<file path="config.mk">
export PLATFORM = sky130hd
export DESIGN_NAME = fir_mac_scheduler
export DESIGN_NICKNAME = d
export VERILOG_FILES = /design/src/rtl/fir_sched_pkg.sv /design/src/rtl/fir_mac_unit.sv /design/src/rtl/fir_mac_scheduler.sv
export SDC_FILE = /design/constraint.sdc
export NUM_CORES = 1
export LEC_CHECK = 0
export ABC_CLOCK_PERIOD_IN_PS = 11930
export CORE_MARGIN = 10
export CORE_UTILIZATION = 56
export CTS_CLUSTER_SIZE = 30
export DETAILED_ROUTE_END_ITERATION = 10
export PLACE_DENSITY = 0.75
export SLEW_MARGIN = 40
export SYNTH_ARGS = -nofsm -noshare
export SYNTH_HDL_FRONTEND = slang
export SYNTH_SLANG_ARGS = --single-unit
</file>
<file path="constraint.sdc">
create_clock -name clk -period 11.93 [get_ports clk]
set_input_delay 2.9825 -clock clk [delete_from_list [all_inputs] [get_ports clk]]
set_output_delay 2.9825 -clock clk [all_outputs]
set_load 0.02 [all_outputs]
</file>
<file path="src/rtl/fir_sched_pkg.sv">
// Shared types and helpers for the time-multiplexed FIR scheduler.
// saturate() is only referenced when FIR_SAT_EN is defined.
package fir_sched_pkg;

  typedef enum logic [1:0] {
    IDLE  = 2'd0,
    MAC   = 2'd1,
    DRAIN = 2'd2,
    DONE  = 2'd3
  } state_e;

  localparam int NTAPS_DEF = 6;
  localparam int DW_DEF    = 16;
  localparam int CW_DEF    = 16;
  localparam int SHIFT_DEF = 15;

  // Accumulator is wide enough that NTAPS full products cannot overflow it.
  function automatic int accWidth(input int dw, input int cw, input int ntaps);
    return dw + cw + $clog2(ntaps);
  endfunction

  function automatic logic signed [63:0] saturate(input logic signed [63:0] v, input int dw);
    logic signed [63:0] hi;
    logic signed [63:0] lo;
    hi = (64'sd1 <<< (dw - 1)) - 64'sd1;
    lo = -(64'sd1 <<< (dw - 1));
    if (v > hi) return hi;
    else if (v < lo) return lo;
    else return v;
  endfunction

endpackage

</file>
<file path="src/rtl/fir_mac_unit.sv">
// Registered signed multiplier feeding an accumulator; the shared datapath
// that the scheduler steps through one tap per cycle.
module fir_mac_unit #(
  parameter int DW = 16,
  parameter int CW = 16,
  parameter int AW = 35
) (
  input  logic                 clk,
  input  logic                 rst,
  input  logic                 clear_i,
  input  logic                 mul_en_i,
  input  logic                 add_en_i,
  input  logic signed [DW-1:0] a_i,
  input  logic signed [CW-1:0] b_i,
  output logic signed [AW-1:0] acc_o
);

  logic signed [DW+CW-1:0] prod_q;
  logic signed [AW-1:0]    acc_q;

  // The accumulator adds the product registered on the previous cycle.
  always_ff @(posedge clk or posedge rst) begin
    if (rst) begin
      prod_q <= '0;
      acc_q  <= '0;
    end else begin
      if (mul_en_i) prod_q <= a_i * b_i;
      if (clear_i) acc_q <= '0;
      else if (add_en_i) acc_q <= acc_q + AW'(prod_q);
    end
  end

  assign acc_o = acc_q;

endmodule

</file>
<file path="src/rtl/fir_mac_scheduler.sv">
// Sequences one NTAPS-tap FIR evaluation on a single shared multiply/accumulate unit.
// Define FIR_SAT_EN to clamp the result instead of truncating it.
module fir_mac_scheduler
  import fir_sched_pkg::*;
#(
  parameter int NTAPS = NTAPS_DEF,
  parameter int DW    = DW_DEF,
  parameter int CW    = CW_DEF,
  parameter int SHIFT = SHIFT_DEF,
  localparam int AddrW = (NTAPS > 1) ? $clog2(NTAPS) : 1
) (
  input  logic                  clk,
  input  logic                  rst,
  input  logic                  in_valid_i,
  output logic                  in_ready_o,
  input  logic [NTAPS*DW-1:0]   in_data_i,
  input  logic                  coef_we_i,
  input  logic [AddrW-1:0]      coef_addr_i,
  input  logic signed [CW-1:0]  coef_wdata_i,
  output logic                  coef_err_o,
  output logic                  out_valid_o,
  input  logic                  out_ready_i,
  output logic signed [DW-1:0]  out_data_o,
  output logic                  busy_o
);

  localparam int AW = accWidth(DW, CW, NTAPS);
  localparam logic [AddrW:0]   NTapsW = NTAPS[AddrW:0];
  localparam logic [AddrW-1:0] LastK  = AddrW'(NTAPS - 1);

  state_e               state_q, state_d;
  logic [AddrW-1:0]     k_q, k_d;
  logic signed [DW-1:0] samp_q [NTAPS];
  logic signed [CW-1:0] coef_q [NTAPS];
  logic                 coef_err_q;
  logic                 accept, coef_ok;
  logic                 clear, mul_en, add_en;
  logic signed [AW-1:0] acc;
  logic signed [AW-1:0] r;
  logic signed [DW-1:0] res;

  assign accept  = (state_q == IDLE) && in_valid_i;
  assign coef_ok = coef_we_i && (state_q == IDLE) && ({1'b0, coef_addr_i} < NTapsW);

  always_ff @(posedge clk or posedge rst) begin
    if (rst) begin
      state_q    <= IDLE;
      k_q        <= '0;
      coef_err_q <= 1'b0;
    end else begin
      state_q    <= state_d;
      k_q        <= k_d;
      coef_err_q <= coef_we_i && !coef_ok;
    end
  end

  // A write on the accept edge lands before the first MAC cycle reads it.
  always_ff @(posedge clk or posedge rst) begin
    if (rst) begin
      for (int i = 0; i < NTAPS; i++) begin
        samp_q[i] <= '0;
        coef_q[i] <= '0;
      end
    end else begin
      if (accept) begin
        for (int i = 0; i < NTAPS; i++) samp_q[i] <= in_data_i[i*DW +: DW];
      end
      if (coef_ok) coef_q[coef_addr_i] <= coef_wdata_i;
    end
  end

  always_comb begin
    state_d = state_q;
    k_d     = k_q;
    clear   = 1'b0;
    mul_en  = 1'b0;
    add_en  = 1'b0;
    case (state_q)
      IDLE: begin
        if (in_valid_i) begin
          state_d = MAC;
          k_d     = '0;
          clear   = 1'b1;
        end
      end
      MAC: begin
        mul_en = 1'b1;
        add_en = (k_q != '0);
        if (k_q == LastK) state_d = DRAIN;
        else k_d = k_q + 1'b1;
      end
      DRAIN: begin
        add_en  = 1'b1;
        state_d = DONE;
      end
      DONE: begin
        if (out_ready_i) state_d = IDLE;
      end
      default: state_d = IDLE;
    endcase
  end

  fir_mac_unit #(.DW(DW), .CW(CW), .AW(AW)) u_mac (
    .clk      (clk),
    .rst      (rst),
    .clear_i  (clear),
    .mul_en_i (mul_en),
    .add_en_i (add_en),
    .a_i      (samp_q[k_q]),
    .b_i      (coef_q[k_q]),
    .acc_o    (acc)
  );

  assign r = acc >>> SHIFT;

`ifdef FIR_SAT_EN
  logic signed [63:0] sat_v;
  assign sat_v = saturate(64'(r), DW);
  assign res   = sat_v[DW-1:0];
`else
  assign res = r[DW-1:0];
`endif

  assign in_ready_o  = (state_q == IDLE);
  assign busy_o      = (state_q != IDLE);
  assign out_valid_o = (state_q == DONE);
  assign out_data_o  = (state_q == DONE) ? res : '0;
  assign coef_err_o  = coef_err_q;

endmodule
</file>
==> results.cfg <==
[global_routing]
gr-total-overflow = 0
grt_usage_pct = 24.3
grt_pass1_wl_um = 95300
grt_max_degree = 108
first_global_vias = 18037
antenna_found_initial = 0

[worst_setup_path]
end_kind = flop
critPathMaxStageDelay_ns = 0.77
crit_slowest_cell = dfrtp_4
critPathMaxFanout = 29
critPathLaunchType = flop
path_buf_inv = 6
path_common_cell = fa_1
worst_path_dominant_cell_family = adder cells
required_ns = 12.41
path_cells = buf_12 > buf_4 > mux4_2 > a21oi_1 > nor2_1 > fa_1 > inv_1 > fa_1 > fa_1 > inv_1 > fa_1 > fa_1 > inv_1 > fa_1 > inv_1 > ha_1 > o21ai_0 > a22oi_1 > a31oi_1 > a2111oi_1 > nor2_1 > o211ai_1 > xnor2_1 > mux2_2
cp.arrival_ns = 9.01
crit_type = reg2reg

[cells_and_area]
nets = 2941
layout-area-overhead-vs-synth_pct = 13.5
drive_gt1_share_pct = 11.3
register_area_mm2 = 0.00651
fill_cells = 3175
multi_input_comb_area_mm2 = 0.0145
diodes = 0
stdcell_count = 2994
fin_area_mm2 = 0.0255

[yosys]
yosysTopAreaCell = dfrtp_1
avgSynthCellArea_um2 = 9.63
synth_top_area_share_pct = 28.9
synthFlopType = dfrtp_1
ys_seq_area_share_pct = 28.9
yosysUniqueCellTypes = 71
synth_edf_count = 0
syn_nets = 2832
yosysWarnings = 0
synthCells = 2338
synth_area_leaders = dfrtp_1 (29%), fa_1 (23%), nand2_1 (8.0%), ha_1 (6.5%), mux2_2 (5.8%)
synth-seq-cells = 260
postSynth.asyncResetShare_pct = 100
syn_area_mm2 = 0.0225

[sta]
tns_ns = 0
min_period_over_period_pct = 71.6
slew_headroom_pct = 43.5
hold_viol_final = 0
skew_ns = 0.0263
period_minus_slack_ns = 8.54
fmax_ghz = 0.117
setup_ws_ns = 3.39
rsz0062_at_grt = no
setup-violations-final = 0
worst_pin_slew_ns = 0.847
finalMaxSlewViolations = 0

[hold_path]
hold_class = reg2reg

[clock_network]
cts_buffer_depth = 3
clk-insertion-delay-late_ns = 0.59
h-tree-depth = 1
cts_num_sinks = 260
cts_resized = 0
cts_root_buf = clkbuf_16
cts_hold_buf = 0
clk_pin_slew_ns = 0.07
cts_setup_buffers = 0
cts_buffers = 29
tritoncts = yes

[place]
post_dp_cell_area_mm2 = 0.0245
place_congestion = 0.982
port_buffers = 139
dp.cells = 2941
dpl_worst_slack_ns = 3.39
hpwl_um = 44300

[run_status]
outcome = finished clean

[routing]
firstDrtPassIters = 6
post-route-drc-count = 0
wl_met2_um = 27400
first_iter_violations = 1167
wl_met3_um = 4470
routedWlPerCell_um = 19.3
wl_met1_um = 24800
vias = 16841
highest_layer = met4
viasPerCell = 5.62
wirelength_um = 57800
ant_nets = 0

[floorplanning]
die_w_um = 220
ios = 140
core_mm2 = 0.0397
die_area_mm2 = 0.0486
rows = 73
die_h_um = 220
start_util_pct = 56.6

[run]
cap_violations = 0
-- synth_stat cells (all sizes together) (10+ instances only) --
library cell and n:
nand2 479, xnor2 35, a21oi 97, a211oi 15, dfrtp 260, nor2 196, fa 257, inv 333
mux2i 36, clkbuf 70, o21ai 49, buf 20, nand2b 16, mux2 115, xor2 13, ha 117
nand3 19, o21a 10, a21o 32, and2 25, mux4 32, nor3 12
-- path summary, 6_finish.rpt --
kind	from	endpoint	slack (ns)	depth (start not counted)
max in group asynchronous	rst	samp_q[13]	7.75	3
setup / recovery	k_q[0]	u_mac.prod_q[28]	3.39	24
hold reg to reg	samp_q[83]	samp_q[83]	0.47	2
min in group asynchronous	rst	samp_q[64]	2.96	2
hold / removal	samp_q[83]	samp_q[83]	0.47	2
setup reg to reg	k_q[0]	u_mac.prod_q[28]	3.39	24
-- cell families after synthesis --
| logic type | Yosys count | share of synthesized area (%) |
|---|---|---|
| simple gates | 794 | 14.5 |
| buf+inv | 424 | 7.33 |
| fa+ha+maj | 374 | 29.4 |
| flops | 260 | 28.9 |
| compound gates | 255 | 7.48 |
| mux | 183 | 10.6 |
| xor+xnor | 48 | 1.87 |
-- layout by cell type, fill, tap and decap left out, types with 18 or more instances in the layout --
master           count
nand2_1            477
inv_1              332
dfrtp_1            259
fa_1               257
nor2_1             194
clkdlybuf4s50_1    139
ha_1               117
mux2_2             115
a21oi_1             82
o21ai_0             41
mux2i_1             36
xnor2_1             35
mux4_2              32
a21o_1              31
clkbuf_16           29
and2_1              24
buf_4               23
nand3_1             18
-- layout make-up --
class                           count  area share (%)
Tap cell                          525            2.57
Clock buffer                       37            3.16
Timing Repair Buffer              168            6.44
Inverter                          334            4.94
Clock inverter                     16           0.789
Multi-Input combinational cell   1654            56.6
Sequential cell                   260            25.5
-- per-stage QoR --
| stage | hold slack [ns] | utilization [%] |
|---|---|---|
| 2_1_floorplan | 0.440 | - |
| 3_3_place_gp | 0.454 | 61.4 |
| 3_5_place_dp | 0.459 | 61.7 |
| 4_1_cts | 0.474 | 64.2 |
| 5_1_grt | 0.492 | 64.3 |
| 6_report | 0.473 | 64.3 |
-- worst min-delay path, stage by stage, from the launching register on --
cell and delay (ns):
dfrtp_1 0.34, nand2_1 0.05, nand2_1 0.05
-- per-layer routing --
| layer | vias up | track usage [%] |
|---|---|---|
| li1 | 7665 | - |
| met1 | 8475 | 32.8 |
| met2 | 618 | 40.0 |
| met3 | 83 | 5.09 |
| met4 | 0 | 5.34 |
| met5 | - | 0 |
-- flip-flops by register name (all words and copies together) (netlist names) --
register and flops:
coef_err_o 1, coef_q 96, k_q 3, samp_q 96, state_q 2, u_mac.acc_o 31, u_mac.prod_q 31
Power is not shown: default switching activity piles up to over one toggle a cycle in this logic, so the estimate is an artifact.
